### config.mk
export PLATFORM = sky130hd
export DESIGN_NAME = soc_multicore_trace_collector_flat
export DESIGN_NICKNAME = d
export VERILOG_FILES = /design/src/rtl/soc_multicore_trace_collector_if.sv /design/src/rtl/soc_multicore_trace_collector.sv /design/src/flat_wrapper.sv
export SDC_FILE = /design/constraint.sdc
export NUM_CORES = 1
export LEC_CHECK = 0
export ABC_AREA = 1
export BUFFER_PORTS_ARGS = -buffer_cell sky130_fd_sc_hd__buf_2
export CORE_ASPECT_RATIO = 1.75
export CORE_UTILIZATION = 50
export DETAILED_ROUTE_END_ITERATION = 8
export GPL_ROUTABILITY_DRIVEN = 1
export PLACE_DENSITY = 0.75
export SETUP_SLACK_MARGIN = 0.3
export SLEW_MARGIN = 20
export SYNTH_ARGS = -nofsm -noshare
export SYNTH_HDL_FRONTEND = slang
export SYNTH_SLANG_ARGS = --single-unit
### constraint.sdc
create_clock -name clk -period 18.99 [get_ports clk]
set_input_delay 0 -clock clk [delete_from_list [all_inputs] [get_ports clk]]
set_output_delay 0 -clock clk [all_outputs]
set_load 0.01 [all_outputs]
### src/rtl/soc_multicore_trace_collector_if.sv
// Trace-collector bus: per-core retire stream in, counters/putc/status out.
// The trace side is the master; the collector is the slave.
interface soc_multicore_trace_collector_if #(
  parameter int NUM_CORES = 8,
  parameter int CNT_WIDTH = 32
);
  localparam int SW = (NUM_CORES > 1) ? $clog2(NUM_CORES) : 1;

  logic [NUM_CORES-1:0]    trc_valid;
  logic [NUM_CORES*32-1:0] trc_insn;
  logic [NUM_CORES*32-1:0] trc_r3;
  logic [SW-1:0]           cnt_sel;
  logic [CNT_WIDTH-1:0]    cnt_value;
  logic [31:0]             exit_code;
  logic                    putc_valid;
  logic [SW-1:0]           putc_core;
  logic [7:0]              putc_char;
  logic [NUM_CORES-1:0]    putc_ovf;
  logic [NUM_CORES-1:0]    term_vec;
  logic                    done;
  logic                    timeout;

  modport master (
    output trc_valid, trc_insn, trc_r3, cnt_sel,
    input  cnt_value, exit_code, putc_valid, putc_core,
    input  putc_char, putc_ovf, term_vec, done, timeout
  );

  modport slave (
    input  trc_valid, trc_insn, trc_r3, cnt_sel,
    output cnt_value, exit_code, putc_valid, putc_core,
    output putc_char, putc_ovf, term_vec, done, timeout
  );
endinterface

### src/rtl/soc_multicore_trace_collector.sv
// N-core retire monitor: l.nop terminate/putc decode, counters, putc arbiter.
// Optional idle watchdog enabled by defining SOC_TRACE_WDOG_EN.
module soc_multicore_trace_collector #(
  parameter int          NUM_CORES   = 8,
  parameter int          CNT_WIDTH   = 32,
  parameter logic [15:0] NOP_TERM    = 16'h0001,
  parameter logic [15:0] NOP_PUTC    = 16'h0004,
  parameter int          WDOG_CYCLES = 1000000
) (
  input  logic clk,
  input  logic rst,
  soc_multicore_trace_collector_if.slave bus
);
  localparam int SW = (NUM_CORES > 1) ? $clog2(NUM_CORES) : 1;
  localparam logic [31:0] TERM_INSN = {16'h1500, NOP_TERM};
  localparam logic [31:0] PUTC_INSN = {16'h1500, NOP_PUTC};
  localparam logic [SW-1:0] LAST = SW'(NUM_CORES - 1);

  if (NUM_CORES < 1 || NUM_CORES > 64 || WDOG_CYCLES < 1) begin : g_prm_chk
    $error("soc_multicore_trace_collector: parameter out of range");
  end

  typedef enum logic [1:0] { RUN, DRAIN, DONE, TMO } state_e;

  state_e state_q, state_d;

  logic [CNT_WIDTH-1:0] cnt_q  [NUM_CORES];
  logic [CNT_WIDTH-1:0] cnt_d  [NUM_CORES];
  logic [31:0]          exit_q [NUM_CORES];
  logic [31:0]          exit_d [NUM_CORES];
  logic [7:0]           ch_q   [NUM_CORES];
  logic [7:0]           ch_d   [NUM_CORES];

  logic [NUM_CORES-1:0] term_q, term_d;
  logic [NUM_CORES-1:0] full_q, full_d;
  logic [NUM_CORES-1:0] ovf_q, ovf_d;
  logic [SW-1:0]        ptr_q, ptr_d;
  logic [SW-1:0]        gnt;
  logic                 gnt_any;
  logic                 wdog_hit;

  logic                 pv_q;
  logic [SW-1:0]        pcore_q;
  logic [7:0]           pch_q;

  // Lowest offset from the pointer wins, so scan offsets downwards.
  always_comb begin
    gnt_any = 1'b0;
    gnt     = '0;
    for (int i = NUM_CORES - 1; i >= 0; i--) begin
      if (full_q[(int'(ptr_q) + i) % NUM_CORES]) begin
        gnt_any = 1'b1;
        gnt     = SW'((int'(ptr_q) + i) % NUM_CORES);
      end
    end
    if (state_q == TMO) gnt_any = 1'b0;
  end

  always_comb begin
    ptr_d = ptr_q;
    if (gnt_any) ptr_d = (gnt == LAST) ? '0 : gnt + 1'b1;
  end

  // Slot is freed by a grant before the refill check, so grant+refill
  // in one cycle stores the new character without overflow.
  always_comb begin
    cnt_d  = cnt_q;
    exit_d = exit_q;
    ch_d   = ch_q;
    term_d = term_q;
    full_d = full_q;
    ovf_d  = ovf_q;
    if (gnt_any) full_d[gnt] = 1'b0;
    for (int c = 0; c < NUM_CORES; c++) begin
      if (bus.trc_valid[c] && !term_q[c]) begin
        if (cnt_q[c] != '1) cnt_d[c] = cnt_q[c] + 1'b1;
        if (bus.trc_insn[32*c +: 32] == TERM_INSN) begin
          term_d[c] = 1'b1;
          exit_d[c] = bus.trc_r3[32*c +: 32];
        end
        if (bus.trc_insn[32*c +: 32] == PUTC_INSN) begin
          if (full_d[c]) begin
            ovf_d[c] = 1'b1;
          end else begin
            full_d[c] = 1'b1;
            ch_d[c]   = bus.trc_r3[32*c +: 8];
          end
        end
      end
    end
  end

`ifdef SOC_TRACE_WDOG_EN
  localparam int IW = $clog2(WDOG_CYCLES + 1);
  logic [IW-1:0] idle_q, idle_d;

  always_comb begin
    idle_d = idle_q;
    if (|bus.trc_valid) idle_d = '0;
    else if (idle_q != IW'(WDOG_CYCLES)) idle_d = idle_q + 1'b1;
  end

  assign wdog_hit    = (idle_d == IW'(WDOG_CYCLES));
  assign bus.timeout = (state_q == TMO);

  always_ff @(posedge clk or posedge rst) begin
    if (rst) idle_q <= '0;
    else     idle_q <= idle_d;
  end
`else
  assign wdog_hit    = 1'b0;
  assign bus.timeout = 1'b0;
`endif

  always_comb begin
    state_d = state_q;
    unique case (1'b1)
      state_q == RUN: begin
        if (&term_q) state_d = (|full_q) ? DRAIN : DONE;
      end
      state_q == DRAIN: begin
        if (!(|full_q)) state_d = DONE;
      end
      default: ;
    endcase
    if (wdog_hit && (state_q == RUN || state_q == DRAIN)) state_d = TMO;
  end

  always_ff @(posedge clk or posedge rst) begin
    if (rst) begin
      state_q <= RUN;
      term_q  <= '0;
      full_q  <= '0;
      ovf_q   <= '0;
      ptr_q   <= '0;
      pv_q    <= 1'b0;
      pcore_q <= '0;
      pch_q   <= '0;
      for (int c = 0; c < NUM_CORES; c++) begin
        cnt_q[c]  <= '0;
        exit_q[c] <= '0;
        ch_q[c]   <= '0;
      end
    end else begin
      state_q <= state_d;
      term_q  <= term_d;
      full_q  <= full_d;
      ovf_q   <= ovf_d;
      ptr_q   <= ptr_d;
      pv_q    <= gnt_any;
      if (gnt_any) begin
        pcore_q <= gnt;
        pch_q   <= ch_q[gnt];
      end
      for (int c = 0; c < NUM_CORES; c++) begin
        cnt_q[c]  <= cnt_d[c];
        exit_q[c] <= exit_d[c];
        ch_q[c]   <= ch_d[c];
      end
    end
  end

  assign bus.cnt_value  = cnt_q[bus.cnt_sel];
  assign bus.exit_code  = exit_q[bus.cnt_sel];
  assign bus.putc_valid = pv_q;
  assign bus.putc_core  = pcore_q;
  assign bus.putc_char  = pch_q;
  assign bus.putc_ovf   = ovf_q;
  assign bus.term_vec   = term_q;
  assign bus.done       = (state_q == DONE);
endmodule

### src/flat_wrapper.sv
// flat-port wrapper written by rule: the top's interface ports become plain ports
module soc_multicore_trace_collector_flat 
#(
  parameter int          NUM_CORES   = 8,
  parameter int          CNT_WIDTH   = 32,
  parameter logic [15:0] NOP_TERM    = 16'h0001,
  parameter logic [15:0] NOP_PUTC    = 16'h0004,
  parameter int          WDOG_CYCLES = 1000000
)
  (clk, rst, bus_trc_valid, bus_trc_insn, bus_trc_r3, bus_cnt_sel, bus_cnt_value, bus_exit_code, bus_putc_valid, bus_putc_core, bus_putc_char, bus_putc_ovf, bus_term_vec, bus_done, bus_timeout);
  soc_multicore_trace_collector_if #(.NUM_CORES(NUM_CORES), .CNT_WIDTH(CNT_WIDTH)) bus_i ();
  input  logic clk;
  input  logic rst;
  input wire logic [$bits(bus_i.trc_valid)-1:0] bus_trc_valid;
  input wire logic [$bits(bus_i.trc_insn)-1:0] bus_trc_insn;
  input wire logic [$bits(bus_i.trc_r3)-1:0] bus_trc_r3;
  input wire logic [$bits(bus_i.cnt_sel)-1:0] bus_cnt_sel;
  output wire logic [$bits(bus_i.cnt_value)-1:0] bus_cnt_value;
  output wire logic [$bits(bus_i.exit_code)-1:0] bus_exit_code;
  output wire logic [$bits(bus_i.putc_valid)-1:0] bus_putc_valid;
  output wire logic [$bits(bus_i.putc_core)-1:0] bus_putc_core;
  output wire logic [$bits(bus_i.putc_char)-1:0] bus_putc_char;
  output wire logic [$bits(bus_i.putc_ovf)-1:0] bus_putc_ovf;
  output wire logic [$bits(bus_i.term_vec)-1:0] bus_term_vec;
  output wire logic [$bits(bus_i.done)-1:0] bus_done;
  output wire logic [$bits(bus_i.timeout)-1:0] bus_timeout;
  assign bus_i.trc_valid = bus_trc_valid;
  assign bus_i.trc_insn = bus_trc_insn;
  assign bus_i.trc_r3 = bus_trc_r3;
  assign bus_i.cnt_sel = bus_cnt_sel;
  assign bus_cnt_value = bus_i.cnt_value;
  assign bus_exit_code = bus_i.exit_code;
  assign bus_putc_valid = bus_i.putc_valid;
  assign bus_putc_core = bus_i.putc_core;
  assign bus_putc_char = bus_i.putc_char;
  assign bus_putc_ovf = bus_i.putc_ovf;
  assign bus_term_vec = bus_i.term_vec;
  assign bus_done = bus_i.done;
  assign bus_timeout = bus_i.timeout;
  soc_multicore_trace_collector #(.NUM_CORES(NUM_CORES), .CNT_WIDTH(CNT_WIDTH), .NOP_TERM(NOP_TERM), .NOP_PUTC(NOP_PUTC), .WDOG_CYCLES(WDOG_CYCLES)) u_core (.clk(clk), .rst(rst), .bus(bus_i));
endmodule
==> results.ini, run 1 <==
[finish]
final_cell_mix=nand2_1, dfrtp_1, buf_2, nor2_1, dlygate4sd3_1
regArea_um2=15400
fin_util=0.641
syn_to_final_growth_pct=26.8
nets=5209
fill_cells=5147
drive_gt1_frac=0.218
layout_commonest_cell=nand2_1
multi_input_area_um2=15200

[synthesis]
synth_edf_count=0
synth_top_area_share=0.475
synth_warnings=0
avgSynthCellArea_um2=8.49
ys.flop_type=dfrtp_1
synth_area_um2=32500
synthSimpleGateAreaFrac=0.230
synth_compound_area_frac=0.0901
synthArstFlopShare=1.00
synthAdderAreaFrac=0.00385
ys_ff_latch=617
synth_mux_area_frac=0.0776
synth_top_family_by_area=simple AND/OR/NAND/NOR gates
seq_area_frac_synth=0.475
yosys.cell_types.count=49
syn-num-nets=4363
synth_cells=3828
synth.area.top_cells=dfrtp_1, nand2_1, mux2_2
synth_xor_area_frac=0.0655
synth_top_cell_by_area=dfrtp_1

[pwr]
power.density_nw_per_um2=68.1
p_leak_nw=21.0
p_total_w=0.00281
ir_drop_mv=0.0685

[grt]
grt_pass1_vias=32500
grt_pass1_wl_um=186000
grt-ovfl-total=0
grt_antenna_before_repair=19
grt_max_degree=163
grt.total_usage=0.369

[cts]
htree_levels=2
postCtsResizedCells=0
clk_path_buf_depth=3
cts_buffers=58
clock_sinks=617
path_clk_slew_ns=0.07
insertion_delay_ns=0.64
root_buffer=clkbuf_16
cts_tree=done

[setup_path]
reg2reg_to=u_core.ch_q[4]$_DFFE_PP0P_
r2r_start=u_core.ptr_q[0]$_DFFE_PP0N_
crit_path_end_kind=register
arrival_ns=5.39
reg2reg_slack_ns=14.16
crit_required_ns=19.55
reg2reg_depth=16
setup.worst_path.class=register to register
startpoint_type=register
crit_path_max_fanout=39

[route]
drtAntennaViolNets=0
routed_wl_um=123000
routed_via_density=5.81
drt_iter0_drc=2708
drc_errors=0
wire_per_inst_um=22.2
vias=32200
drt_pre_antenna_iters=6

[die]
fp.dieArea_um2=66100
row_count=123
ios=619
die_w_um=195
fp.coreArea_um2=64300
start_util=0.505
die_y_um=339

[sta]
fin_ws_ns=14.16
worstMarginPinSlew_ns=1.08
setup_tns_ns=0
finalCritPeriodShare=0.254
slew_violations=0
rsz0062_at_grt=no
final-hold-violation-count=0
fmax_mhz=207
finalSetupViolations=0
slew_headroom=0.283
period_needed_ns=4.83
finalClockSkew_ns=0.0179

[placed_design]
gp_congestion=1.04
hpwl_um=85000
numPortBuffers=617
pre_cts_slack_ns=14.50

[run]
cap_violations=0

[outcome]
status=completed

[worst_hold_path]
hold_path.class=input port to async pin

[how the worst max path moves through the flow]
| stage | from | end | slack, ns | cells past startpoint |
|---|---|---|---|---|
| floorplan | rst | u_core.bus.putc_char[0]$_DFFE_PP0N_ | 1.71 | 1 |
| global placement | u_core.ptr_q[0]$_DFFE_PP0N_ | u_core.ch_q[34]$_DFFE_PP0P_ | 14.53 | 16 |
| detailed placement | u_core.ptr_q[0]$_DFFE_PP0N_ | u_core.ch_q[37]$_DFFE_PP0P_ | 14.50 | 16 |
| CTS | u_core.ptr_q[0]$_DFFE_PP0N_ | u_core.ch_q[1]$_DFFE_PP0P_ | 14.21 | 16 |
| global route | u_core.ptr_q[0]$_DFFE_PP0N_ | u_core.ch_q[4]$_DFFE_PP0P_ | 13.79 | 16 |
| finish | u_core.ptr_q[0]$_DFFE_PP0N_ | u_core.ch_q[4]$_DFFE_PP0P_ | 14.16 | 16 |
[registers in the layout, summed over array words and instances, names as in the netlist]
name,count
u_core.cnt_q,256
u_core.exit_q,256
u_core.ch_q,64
u_core.bus.putc_char,8
u_core.bus.putc_ovf,8
u_core.bus.term_vec,8
u_core.full_q,8
u_core.bus.putc_core,3
u_core.ptr_q,3
u_core.state_q,2
u_core.bus.putc_valid,1
[where the power goes]
| part | internal (W) | total [W] | switching [W] | leakage, nW |
|---|---|---|---|---|
| Combinational | 0.000111 | 0.000275 | 0.000164 | 12.0 |
| Sequential | 0.00131 | 0.00131 | 0 | 8.13 |
| Clock | 0.000678 | 0.00122 | 0.000543 | 0.950 |
| Total | 0.00210 | 0.00281 | 0.000707 | 21.0 |
[logic make-up after synthesis]
| logic type | after synthesis |
|---|---|
| AOI/OAI and AO/OA | 537 |
| DFF | 617 |
| and+or+nand+nor | 1731 |
| adders and majority gates | 10 |
| buffers and inverters | 465 |
| other | 1 |
| muxes | 224 |
| xor gates and xnor gates | 243 |
[layout make-up]
class | count | share of cell area
well taps | 812 | 0.0246
clock inverters | 24 | 0.00658
clock buffers | 82 | 0.0403
diodes | 15 | 0.000910
inverters | 299 | 0.0279
flip-flops and latches | 617 | 0.374
multi-input cells | 2746 | 0.369
repair buffers | 952 | 0.156
[cells in the mapped netlist, types with 9 or more instances]
cell,number
buf_1,12
nand2_1,766
nor4_1,90
inv_1,287
o211ai_1,10
mux2_2,224
a21oi_1,93
nor3_1,62
clkbuf_1,128
buf_6,9
o21ai_0,309
nand2_2,22
buf_2,10
a31oi_1,65
nor2_1,478
xor2_1,188
nand3_1,197
nand4_1,64
or4_1,10
ha_1,10
xnor2_1,55
dfrtp_1,617
o22ai_1,42
[timing repair]
| item | 4_1_cts | 5_1_grt |
|---|---|---|
| setup endpoints to repair | 0 | 0 |
| hold buffers | 313 | 0 |
| hold endpoints to repair | 475 | 0 |
| setup buffers | 0 | 0 |
[metrics by stage]
step                cell area (µm²)  instances  hold slack [ns]
finish                        41200       5547           0.0570
global route                  41200       5543           0.0866
CTS                           41200       5532          0.00335
detailed placement            36100       5113            0.236
global placement              36100       5113            0.233
floorplan                     32500       3828            0.145
[critical path, stage by stage, from the launching register on]
cell           delay [ns]
dfrtp_1              0.56
inv_4                0.16
ha_1                 0.46
inv_2                0.17
nand3_2              0.11
nand3_1              0.19
nand2_2              0.09
nor2_2               0.17
o21ai_1              0.11
nand3_1              0.09
nand2_2              0.45
inv_2                0.66
nand3_2              0.24
o21bai_2             0.45
nand3_1              0.14
dlygate4sd3_1        0.60
nand2_1              0.08
[per-layer routing]
layer | routed length (µm) | GRT usage | vias to the layer above
li1 | - | - | 14400
met1 | 43700 | 0.412 | 15400
met2 | 59100 | 0.618 | 1802
met3 | 9340 | 0.0679 | 538
met4 | 11200 | 0.297 | 8
met5 | 49 | 0 | -
No activity file was read; power rests on OpenSTA's default activity.
==> run 2: changes to the inputs <==
--- a/config.mk
+++ b/config.mk
@@ -11,7 +11,7 @@
 export CORE_UTILIZATION = 50
 export DETAILED_ROUTE_END_ITERATION = 8
 export GPL_ROUTABILITY_DRIVEN = 1
-export PLACE_DENSITY = 0.75
+export PLACE_DENSITY = 0.78
 export SETUP_SLACK_MARGIN = 0.3
 export SLEW_MARGIN = 20
 export SYNTH_ARGS = -nofsm -noshare
==> constraint.sdc (replaced) <==
create_clock -name clk -period 4.1 [get_ports clk]
set_input_delay 0 -clock clk [delete_from_list [all_inputs] [get_ports clk]]
set_output_delay 0 -clock clk [all_outputs]
set_load 0.01 [all_outputs]
==> run 2 against run 1 <==
Effect of this change:
- largest cell class unchanged
- clock power increased to 4.7 times the previous value
- via count up 0.77%
- largest power group unchanged
- final area increased by 0.15%
==> results.ini, run 2 (synthesized netlist as in run 1, its figures left out) <==
[worst_hold_path]
holdPathStages=6
hold_path.class=input port to register

[route]
drt_iter0_drc=2770
drtAntennaViolNets=0
vias=32500
routed_via_density=5.86
routed_wl_um=127000
drt_pre_antenna_iters=6
drc_errors=0
wire_per_inst_um=22.9

[sta]
rsz0062_at_grt=no
finalClockSkew_ns=0.0228
holdWs_ns=0.0306
fmax_mhz=278
period_needed_ns=3.59
slew_violations=0
slew_headroom=0.297
worstMarginPinSlew_ns=1.04
finalSetupViolations=0
finalCritPeriodShare=0.876
setup_tns_ns=0
final-hold-violation-count=0

[setup_path]
crit_required_ns=4.67
path_cells=inv_4 -> ha_2 -> inv_2 -> nand3_1 -> nand3_1 -> nand2_1 -> nor2_2 -> nand4_2 -> inv_2 -> a21oi_4 -> inv_4 -> nor2_2 -> nand3_2 -> nand2_4 -> nand3_1 -> dlygate4sd3_1 -> nand2_1
arrival_ns=4.16
setup.worst_path.class=register to register
startpoint_type=register
slowest_delay_ns=0.60
reg2reg_slack_ns=0.51
crit_path_end_kind=register
crit_top_cell=nand3_1
crit_path_max_fanout=16
slowest_stage=dlygate4sd3_1
reg2reg_depth=17

[pwr]
p_leak_nw=21.1
ir_drop_mv=0.359
power.density_nw_per_um2=317

[grt]
grt_max_degree=123
grt_pass1_wl_um=191000
grt.total_usage=0.380
grt-ovfl-total=0
grt_pass1_vias=33100
grt_antenna_before_repair=14

[finish]
reg_top3=u_core.cnt_q: 256 flops, u_core.exit_q: 256 flops, u_core.ch_q: 64 flops
layout_commonest_cell=nand2_1
syn_to_final_growth_pct=27.0
nets=5210
final_cell_mix=nand2_1, buf_2, dfrtp_1, nor2_1, o21ai_0
drive_gt1_frac=0.222

[die]
ios=619
die_w_um=195
fp.coreArea_um2=64300
fp.dieArea_um2=66100
die_y_um=339
row_count=123
start_util=0.505

[cts]
clk_path_buf_depth=3
insertion_delay_ns=0.65
root_buffer=clkbuf_16
cts_tree=done
cts_buffers=57
path_clk_slew_ns=0.07
post-cts-setup-buffers=0
clock_sinks=617
htree_levels=2

[placed_design]
gp_congestion=1.03
numPortBuffers=617
hpwl_um=87300

[outcome]
status=completed

[run]
cap_violations=0

[run 2: cell count changes in the layout (fill, tap and decap cells not counted), sizes merged]
cell         previous run  this run
dlygate4sd3           313       293
buf                   638       661
clkbuf                 83        86
clkinvlp                3         2
clkinv                 18        12
diode                  15        13
inv                   297       298
[run 2: per-stage QoR]
step                      instance area (µm²)  utilization  setup slack (ns)  instances  total power, W
after global routing                    41300        0.642             0.338       5541          0.0134
after CTS                               41200        0.641             0.349       5532          0.0131
after global placement                  36400        0.565             0.557       5135         0.00723
final                                   41300        0.642             0.509       5545          0.0131
after floorplan                         32500            -             -4.32       3828         0.00664
after detailed placement                36400        0.565             0.498       5135         0.00724
[run 2: final cells by class]
| class | count | area (µm²) |
|---|---|---|
| Fill cell | 5135 | 23000 |
| Sequential cell | 617 | 15400 |
| Multi-Input combinational cell | 2746 | 15200 |
| Timing Repair Buffer | 954 | 6480 |
| Clock buffer | 86 | 1720 |
| Inverter | 299 | 1140 |
| Tap cell | 812 | 1020 |
| Clock inverter | 18 | 233 |
| Antenna cell | 13 | 32.5 |
[run 2: per-layer routing]
metal  up-vias  share of wire  routed length, µm  track usage
li1      14400              -                  -            -
met1     15500           0.35              44000        0.420
met4         8          0.087              11100        0.299
met2      1933           0.49              61700        0.640
met3       599          0.079               9980       0.0721
met5         -        0.00035                 45            0
[run 2: report_power, final]
group | switching [W] | internal (W)
logic | 0.000783 | 0.000531
clock network | 0.00250 | 0.00320
registers | 0 | 0.00608
total | 0.00328 | 0.00982
[run 2: path summary, 6_finish.rpt]
check,from,endpoint
min in group asynchronous,rst,u_core.cnt_q[90]$_DFFE_PP0P_
max reg2reg,u_core.ptr_q[0]$_DFFE_PP0N_,u_core.ch_q[19]$_DFFE_PP0P_
min reg2reg,u_core.ch_q[46]$_DFFE_PP0P_,u_core.ch_q[46]$_DFFE_PP0P_
max in group asynchronous,rst,u_core.ptr_q[1]$_DFFE_PP0N_
min,bus_trc_valid[4],u_core.cnt_q[96]$_DFFE_PP0P_
max,u_core.ptr_q[0]$_DFFE_PP0N_,u_core.ch_q[19]$_DFFE_PP0P_
[run 2: repair_timing]
item | CTS | global route
resized for setup | 0 | 5
endpoints found under the setup margin | 0 | 30
hold buffers | 293 | 0
endpoints found under the hold margin | 361 | 0
[run 2: critical path: cells and delay by family, from the launching register on]
| kind | cells | cell delay (ns) |
|---|---|---|
| AO/OA/AOI/OAI | 1 | 0.26 |
| adder cells (fa/ha/maj) | 1 | 0.44 |
| buffers and inverters | 5 | 1.04 |
| flip-flops | 1 | 0.47 |
| AND/OR/NAND/NOR | 10 | 1.28 |
